<file path="src/rtl/instr_feeder.sv">
// ---------------------------------------------------------------------------
// instr_feeder
//
// Holds a small program loaded word by word, then issues it in order to a
// core with a valid/ready handshake. The number of issued but not yet
// committed instructions is capped at ROB_SIZE.
//
// Optional feature macro: INSTR_FEEDER_PERF_EN adds o_cycles, a saturating
// count of RUN/DRAIN cycles for the current run.
//
// Ports
//   i_clk, i_reset      clock, synchronous active-high reset
//   i_load_valid/data   loader word into the store (accepted in IDLE only)
//   o_load_ready        store has room and the feeder is in IDLE
//   i_start             begin / restart issue (pulse)
//   i_clear             discard program, return to IDLE (pulse, wins over start)
//   o_instr_valid/o_instr, i_instr_ready   issue handshake to the core
//   i_commit            core retired one instruction
//   o_pc                index of next word to issue
//   o_inflight          issued but uncommitted instructions
//   o_busy              RUN or DRAIN
//   o_done              whole program committed
//   o_err               sticky: commit seen with nothing in flight
//   o_cycles            (INSTR_FEEDER_PERF_EN only) RUN/DRAIN cycle count
// ---------------------------------------------------------------------------
module instr_feeder #(
    parameter int DEPTH    = 16,
    parameter int ROB_SIZE = 2,
    localparam int AW = $clog2(DEPTH),
    localparam int IW = $clog2(ROB_SIZE + 1)
) (
    input  logic          i_clk,
    input  logic          i_reset,
    input  logic          i_load_valid,
    input  logic [31:0]   i_load_data,
    output logic          o_load_ready,
    input  logic          i_start,
    input  logic          i_clear,
    output logic          o_instr_valid,
    output logic [31:0]   o_instr,
    input  logic          i_instr_ready,
    input  logic          i_commit,
    output logic [AW:0]   o_pc,
    output logic [IW-1:0] o_inflight,
    output logic          o_busy,
    output logic          o_done,
    output logic          o_err
`ifdef INSTR_FEEDER_PERF_EN
    ,
    output logic [31:0]   o_cycles
`endif
);

    localparam logic [AW:0]   DEPTH_V = (AW + 1)'(DEPTH);
    localparam logic [IW-1:0] ROB_V   = IW'(ROB_SIZE);

    typedef enum logic [1:0] {
        IDLE,
        RUN,
        DRAIN,
        DONE
    } state_t;

    state_t        state;
    logic [31:0]   store [DEPTH];
    logic [AW:0]   count;
    logic [AW:0]   pc;
    logic [AW:0]   committed;
    logic [IW-1:0] inflight;

    logic          load_fire;
    logic          issue;
    logic          commit_ok;
    logic          commit_err;
    logic          start_ok;
    logic          drained;
    logic [AW:0]   pc_nx;
    logic [AW:0]   committed_nx;
    logic [IW-1:0] inflight_nx;

    always_comb begin
        o_load_ready  = (state == IDLE) && (count < DEPTH_V);
        load_fire     = i_load_valid && o_load_ready;

        o_instr_valid = (state == RUN) && (pc < count) && (inflight < ROB_V);
        // Gated so the output is zero whenever nothing is offered; the store
        // itself is never reset.
        o_instr       = o_instr_valid ? store[pc[AW-1:0]] : '0;
        issue         = o_instr_valid && i_instr_ready;

        // A commit is legal if something is in flight, or if it retires the
        // instruction issued in this same cycle.
        commit_ok     = i_commit && ((inflight != '0) || issue);
        commit_err    = i_commit && !commit_ok;

        pc_nx         = pc + (AW + 1)'(issue);
        committed_nx  = committed + (AW + 1)'(commit_ok);
        inflight_nx   = inflight;
        if (issue && !commit_ok) begin
            inflight_nx = inflight + IW'(1);
        end else if (commit_ok && !issue) begin
            inflight_nx = inflight - IW'(1);
        end

        // Evaluated on next-cycle values so DONE follows the final commit
        // by exactly one cycle.
        drained       = (inflight_nx == '0) && (committed_nx == count);

        start_ok      = i_start && !i_clear &&
                        (((state == IDLE) && (count != '0)) || (state == DONE));

        o_busy        = (state == RUN) || (state == DRAIN);
        o_done        = (state == DONE);
        o_pc          = pc;
        o_inflight    = inflight;
    end

    // Program store: written only while loading, unreachable beyond count.
    always_ff @(posedge i_clk) begin
        if (load_fire) begin
            store[count[AW-1:0]] <= i_load_data;
        end
    end

    always_ff @(posedge i_clk) begin
        if (i_reset) begin
            state     <= IDLE;
            count     <= '0;
            pc        <= '0;
            committed <= '0;
            inflight  <= '0;
            o_err     <= 1'b0;
        end else begin
            if (commit_err) begin
                o_err <= 1'b1;
            end
            if (i_clear) begin
                state     <= IDLE;
                count     <= '0;
                pc        <= '0;
                committed <= '0;
                inflight  <= '0;
            end else begin
                pc        <= pc_nx;
                committed <= committed_nx;
                inflight  <= inflight_nx;
                case (state)
                    IDLE: begin
                        if (load_fire) begin
                            count <= count + (AW + 1)'(1);
                        end
                        if (start_ok) begin
                            state     <= RUN;
                            pc        <= '0;
                            committed <= '0;
                        end
                    end
                    RUN: begin
                        // If the last commit lands in the same cycle the
                        // pc==count condition is seen, DRAIN has nothing to
                        // wait for and is skipped.
                        if (pc == count) begin
                            state <= drained ? DONE : DRAIN;
                        end
                    end
                    DRAIN: begin
                        if (drained) begin
                            state <= DONE;
                        end
                    end
                    DONE: begin
                        if (start_ok) begin
                            state     <= RUN;
                            pc        <= '0;
                            committed <= '0;
                        end
                    end
                    default: state <= IDLE;
                endcase
            end
        end
    end

`ifdef INSTR_FEEDER_PERF_EN
    always_ff @(posedge i_clk) begin
        if (i_reset) begin
            o_cycles <= '0;
        end else if (start_ok) begin
            o_cycles <= '0;
        end else if (o_busy && (o_cycles != '1)) begin
            o_cycles <= o_cycles + 32'd1;
        end
    end
`endif

endmodule
</file>
<file path="config.mk">
export PLATFORM = sky130hd
export DESIGN_NAME = instr_feeder
export DESIGN_NICKNAME = d
export VERILOG_FILES = /design/src/rtl/instr_feeder.sv
export SDC_FILE = /design/constraint.sdc
export NUM_CORES = 1
export LEC_CHECK = 0
export ABC_AREA = 0
export CELL_PAD_IN_SITES_DETAIL_PLACEMENT = 1
export CELL_PAD_IN_SITES_GLOBAL_PLACEMENT = 2
export CORE_UTILIZATION = 52
export DETAILED_ROUTE_END_ITERATION = 6
export HOLD_SLACK_MARGIN = 0.06
export PLACE_DENSITY_LB_ADDON = 0.2
export SYNTH_ARGS = -nofsm -noshare
export SYNTH_HDL_FRONTEND = slang
export SYNTH_SLANG_ARGS = --single-unit
</file>
<file path="constraint.sdc">
create_clock -name i_clk -period 7.26 [get_ports i_clk]
set_input_delay 1.815 -clock i_clk [delete_from_list [all_inputs] [get_ports i_clk]]
set_output_delay 1.815 -clock i_clk [all_outputs]
set_load 0.05 [all_outputs]
</file>
==> impl_results.md, run 1 <==
* R2R cell count at 16
* Fin. Hold Viols at 0
* First-pass GRT wire length at 67200 µm
* Syn_nets at 969
* RR Endpoint: state[0]
* FF/Latch Area at around 16000 µm²
* Die span in x at 202 µm
* Die area at between 40000 and 50000 µm²
* Clock group share of total power at 43.3%
* GR Util All Layers at 23.2%
* Largest net degree at the start of global routing at 74
* CTS tree: built
* Multi-input logic area at 4810 µm²
* Comb power frac at under 10%
* Top_reg_cell synth: edfxtp_1
* Fmax at 0.175 GHz
* Switching Share at roughly 20%
* Starting Density at around 53%
* H-Tree Depth at 2
* Design area at 24000 µm²
* Tcrit/Tclk final at 78.7%
* Crit start category: flop
* Synth top cells by count: edfxtp_1 (512), mux4_2 (160), nor2_1 (35)
* Drt pass-1 iters at 5
* Status: finished, final reports clean
* Fin nets at roughly 1100
* Post-CTS Hold Buffers at 0
* Syn Area/Cell at between 20 and 25 µm²
* DR vias/cell at 6.01
* Peak VDD IR at between 0.0002 and 0.00025 V
* CP arrival at 3900 ps
* Relative slew slack at a little over a quarter
* Worst hold path cell count at 2
* Wl on met1 at approximately 19000 µm
* CP required at 5450 ps
* Share of the synthesized area in the top cell type at 74.2%
* Routed WL at 45500 µm
* Placed Area at between 20000 and 25000 µm²
* Vias in the first global route at a little over 10000
* Core ar. at 39000 µm²
* Clk sink count at 532
* Netlist cell types at 42
* R2r startpoint: count[2]
* Yosys reg bits at about 530
* Crit Path Class: flop to output pin
* DR iter-0 viols at between 700 and 800
* Fin crit period at 5710 ps
* Worst-Margin Slew at 1110 ps
* Number of nets with antenna violations after routing at 0
* Worst R2R Setup Slack at about 2300 ps
* Initial antenna violation count at 1
* Netlist area before placement at 20700 µm²
* Filler Cells Inserted at roughly 3100
* Post-CTS Resized at 0
* CTS max path bufs at 3
* Clk_skew at 23.3 ps
* Dominant cells by area after synthesis: edfxtp_1 (74%), mux4_2 (17%), dfxtp_1 (1.9%)
* Setup TNS at 0 ps
* Synth async-reset ratio at 0%
* Clock slew at reported path FFs at approximately 60 ps
* Crit end category: output pin
* HP Start: o_err
* Wire length on met2 at ~23000 µm
* Clock root cell: clkbuf_16
* Pwr per Cell Area at around 260 nW/µm²
* Leak at roughly 7.3 nW
* Area Overhead vs Synth at 16.0%
* DR DRC count at 0
* Met3 WL at 2230 µm
* Hold Path End: o_err
* CP Max Fanout at 21
* RSZ-0062 raised after global routing: false
* Yosys Warn Count at 0
* Slowest-stage cell, CP: clkdlybuf4s50_1
* CP delay by family, top: buffers and inverters
* Top Layer Used: met4
* Internal at 5.04 mW
* Final setup fails at 0
* Net load switching power at 1.23 mW
* Max Slew Vio Count at 0
* Count leader, synth: edfxtp_1
* Post-CTS setup buffers at 0
* Crit-path cells: inv_1, ha_1, a21oi_1, o22ai_1, nor2_4, buf_4, and2_1, clkdlybuf4s50_1
* Worst-Skew Late Latency at 600 ps
* Crit-path max cell delay at 810 ps
* Gr ovfl total at 0
* Die height at between 200 and 250 µm
* Post-Synthesis Cells at slightly above 900
* WL/cell at about 29 µm
* Cell taking the most area after synthesis: edfxtp_1
* EDFF count, synth at 512
* Bufs and invs on worst path at 3
* Hpwl dp at 23600 µm
* Routed via count at 9543
* # Max-Cap Violations at 0
* RePlAce Congestion at 0.743
* Register area share after synthesis at 76.1%
* IO Pins at 83
* Row count at 72
* CTS buffer count at 53
* I/O Buffers at 82
* Sequential power share at 54.2%
* Hold Path Class: flop to flop
* Share of layout cells above drive strength 1 at a little over a quarter
-- power groups by stage --
stage	combinational, mW	sequential [mW]	clock, mW
floorplan	0.0673	3.46	0
detailed placement	0.159	3.46	0
global placement	0.153	3.46	0
CTS	0.159	3.40	2.76
finish	0.156	3.40	2.71
global route	0.170	3.40	2.86
-- area by class of cell --
type | count | area share [%]
diodes | 1 | 0.0104
clock buffers | 64 | 5.69
clock inverters | 29 | 1.40
inverters | 17 | 0.265
multi-input cells | 320 | 20.0
flip-flops and latches | 532 | 65.7
well taps | 518 | 2.70
repair buffers | 107 | 4.25
-- cell families after synthesis --
kind of cell / count (synthesis) / synth area share, %
xor+xnor: 13 / 0.549
buf+inv: 60 / 1.24
flops: 532 / 76.1
simple gates: 110 / 2.79
mux: 162 / 17.5
compound gates: 17 / 0.731
fa+ha+maj: 18 / 1.09
-- placed cells by master, fill, tap and decap left out, drive strengths merged, types with 2 or more instances in the layout --
master         instances
nor3b                  2
bufinv                 7
xnor2                 10
o31ai                  2
clkbuf                64
clkinv                15
a31oi                  2
mux4                 160
clkinvlp               5
edfxtp               512
nor3                   4
nand4                  4
dfxtp                 20
clkdlybuf4s50         82
mux2i                  2
inv                   19
nor2                  35
nand2                 15
buf                   25
nand2b                 2
o21ai                  2
and2                  34
nand3                  5
ha                    18
xor2                   3
a21oi                  4
-- per-layer routing --
metal,up-vias,GRT usage [%]
li1,4038,-
met1,5147,32.2
met2,298,38.8
met3,60,3.26
met4,0,6.47
met5,-,0
-- sequential cells by signal, summed over array words and instances, names as in the netlist --
register / count
o_inflight: 2
state: 2
count: 5
o_pc: 5
o_err: 1
committed: 5
store: 512
-- worst max-delay path by stage --
| stage | startpoint | cells past startpoint | to |
|---|---|---|---|
| 3_5_place_dp | o_pc[0] | 5 | o_instr[19] |
| 6_report | count[2] | 8 | o_instr[2] |
| 5_1_grt | o_pc[0] | 5 | o_instr[19] |
| 3_3_place_gp | o_pc[0] | 5 | o_instr[26] |
| 4_1_cts | count[2] | 8 | o_instr[2] |
| 2_1_floorplan | i_load_valid | 4 | store[3][0] |
-- metrics by stage --
step	cells	utilization [%]	power (mW)	setup slack, ps	hold slack (ps)
5_1_grt	1588	61.6	6.43	1310	524
6_report	1588	61.6	6.26	1550	492
3_5_place_dp	1494	57.2	3.62	2080	484
3_3_place_gp	1494	57.2	3.61	2070	458
2_1_floorplan	912	-	3.53	2250	467
4_1_cts	1587	61.6	6.31	1450	502
-- tightest hold or removal path, delay by kind of cell, from the launching register on --
kind | cells | cell delay, ps
DFF | 1 | 340
AOI/OAI and AO/OA | 1 | 50
and+or+nand+nor | 1 | 80
No activity file was read; power rests on OpenSTA's default activity.
==> run 2, diff against run 1 <==
- CORE_UTILIZATION: 52 -> 49
- clock period: 7.26 -> 5.65 ns (I/O delays scaled with it)
==> impl_results.md, run 2 (same netlist as run 1, synthesis figures left out) <==
* Hpwl dp at 25600 µm (+8.5%)
* Worst hold path cell count at 2 (unchanged)
* Area Overhead vs Synth at 16.6%
* Final setup fails at 0 (unchanged)
* Max Slew Vio Count at 0 (unchanged)
* Worst-Margin Slew at 1020 ps (-86.9 ps)
* DR iter-0 viols at 779 (+6.9%)
* Core ar. at 41300 µm² (+5.9%)
* Number of diodes at 0 (-1)
* Worst Hold Slack at 504 ps (+12.0 ps)
* Worst R2R Setup Slack at 1100 ps (-1220 ps)
* Clk_skew at 21.4 ps (-1.96 ps)
* Number of nets with antenna violations after routing at 0 (unchanged)
* Crit Path Class: flop to output pin
* Most frequent cells in the layout: edfxtp_1 (512), mux4_2 (160), clkdlybuf4s50_1 (82), clkbuf_16 (55), and2_1 (34)
* Crit path from: o_pc[0]
* CTS buffer count at 55 (+3.8%)
* Worst-Skew Late Latency at 600 ps (about the same)
* Routed WL at 46800 µm (+3.0%)
* CP required at 4240 ps (-1210 ps)
* Tcrit/Tclk final at 90.3%
* IO Pins at 83 (unchanged)
* Util after Layout at 58.5% (-3.1 points)
* Share of layout cells above drive strength 1 at 27.4% (+0.81 points)
* Crit end category: output pin
* Row count at 74 (+2.8%)
* Status: finished, final reports clean
* First-pass GRT wire length at 69700 µm (+3.8%)
* Fin. Hold Viols at 0 (unchanged)
* Hold Path Class: flop to flop
* R2r startpoint: count[3]
* WL/cell at 29.0 µm (+1.1%)
* Relative slew slack at 31.6% (+5.4 points)
* Setup TNS at 0 ps (unchanged)
* Drt pass-1 iters at 5 (unchanged)
* Die span in x at 208 µm (+3.0%)
* HP Start: state[1]
* CP delay by family, top: buffers and inverters
* Crit-path max cell delay at 730 ps (-80 ps)
* DP Cell Count at 1518 (+1.6%)
* Placement Setup Slack at 973 ps (-1110 ps)
* # Max-Cap Violations at 0 (unchanged)
* Starting Density at 50.2% (-2.9 points)
* Vias in the first global route at 10300 (+0.92%)
* Routed via count at 9582 (+0.41%)
* Pwr per Cell Area at 329 nW/µm² (+26%)
* CTS max path bufs at 3 (unchanged)
* DR DRC count at 0 (unchanged)
* Post-CTS setup buffers at 0 (unchanged)
* Crit start category: flop
* Most common cell after layout, fill and taps aside: edfxtp_1
* Fmax at 0.196 GHz
* Finished Layout Cells at 1617 (+1.8%)
* Die area at 43100 µm² (+6.1%)
* Largest net degree at the start of global routing at 131 (+77%)
* R2R cell count at 16 (unchanged)
* CTS tree: built
* CP Max Fanout at 28 (+33%)
* Gr ovfl total at 0 (unchanged)
* Placed Area at 22500 µm² (+0.75%)
* DR vias/cell at 5.93 (-1.4%)
* Multi-input logic area at 4810 µm² (unchanged)
* I/O Buffers at 82 (unchanged)
* FF/Latch Area at 15800 µm² (unchanged)
* Bufs and invs on worst path at 2 (-1)
* Filler Cells Inserted at 3407 (+8.7%)
* Fin nets at 1100 (+1.1%)
* Post-CTS Resized at 0 (unchanged)
* Tot Pwr at 7.96 mW (+27%)
* Most frequent cell on the critical path: mux4_2
* CP arrival at 3690 ps (-210 ps)
* Design area at 24200 µm² (+0.49%)
* RePlAce Congestion at 0.741 (-0.24%)
* RSZ-0062 raised after global routing: false
* Clock slew at reported path FFs at 60 ps (about the same)
* Leak at 7.39 nW (+1.1%)
* Hold Path End: state[1]
* Post-CTS Hold Buffers at 0 (unchanged)
* Post-layout worst setup margin at 550 ps (-999 ps)
* GR Util All Layers at 22.5% (-0.64 points)
* Slowest-stage cell, CP: dfxtp_4
* Peak VDD IR at 0.000248 V (+0.56%)
* Clk sink count at 532 (unchanged)
* Max reg flops at 512 (unchanged)
* Initial antenna violation count at 0 (-1)
* H-Tree Depth at 2 (unchanged)
* Fin crit period at 5100 ps
* Die height at 208 µm (+3.0%)
* Clock root cell: clkbuf_16
* RR Endpoint: state[0]
* Crit-path cells: buf_4, mux4_2, mux4_2, and2_1, clkdlybuf4s50_1
run 2: worst max-delay path by stage:
stage | slack, ps | to | cells after the start
finish | 550 | o_instr[20] | 5
CTS | 470 | o_instr[10] | 5
global placement | 1150 | o_instr[10] | 5
detailed placement | 970 | state[0] | 16
global route | 350 | o_instr[20] | 5
floorplan | 1020 | store[3][0] | 7
run 2: worst reg2reg max path: cells and delay by family (launching register included):
family / cells / cell delay (ps)
AO/OA/AOI/OAI: 6 / 1550
XOR/XNOR: 1 / 150
adder cells (fa/ha/maj): 3 / 860
buffers and inverters: 2 / 630
flip-flops: 1 / 580
AND/OR/NAND/NOR: 4 / 690
run 2: report_power, final:
group / switching, mW / total [mW] / leakage [nW] / internal [mW]
Clock: 1.46 / 3.38 / 0.816 / 1.92
Sequential: 0.00964 / 4.36 / 4.79 / 4.35
Combinational: 0.124 / 0.208 / 1.79 / 0.0834
run 2: cell type report:
class / count / share of cell area [%]
Clock buffer: 69 / 5.92
Clock inverter: 30 / 0.948
Inverter: 17 / 0.264
Multi-Input combinational cell: 320 / 19.9
Sequential cell: 532 / 65.4
Tap cell: 532 / 2.76
Timing Repair Buffer: 117 / 4.85
run 2: per-layer routing:
| layer | up-vias | track usage, % | wire length [µm] |
|---|---|---|---|
| met5 | - | 0 | 0 |
| met4 | 0 | 4.50 | 719 |
| met3 | 59 | 3.93 | 2350 |
| met2 | 272 | 37.3 | 23300 |
| met1 | 5170 | 31.8 | 20400 |
| li1 | 4081 | - | - |
==> run 3, diff against run 2 <==
- CTS_CLUSTER_DIAMETER: unset -> 200
==> results of run 3 <==
Same layout as run 2: the final DEF is identical, and so are final timing and power.
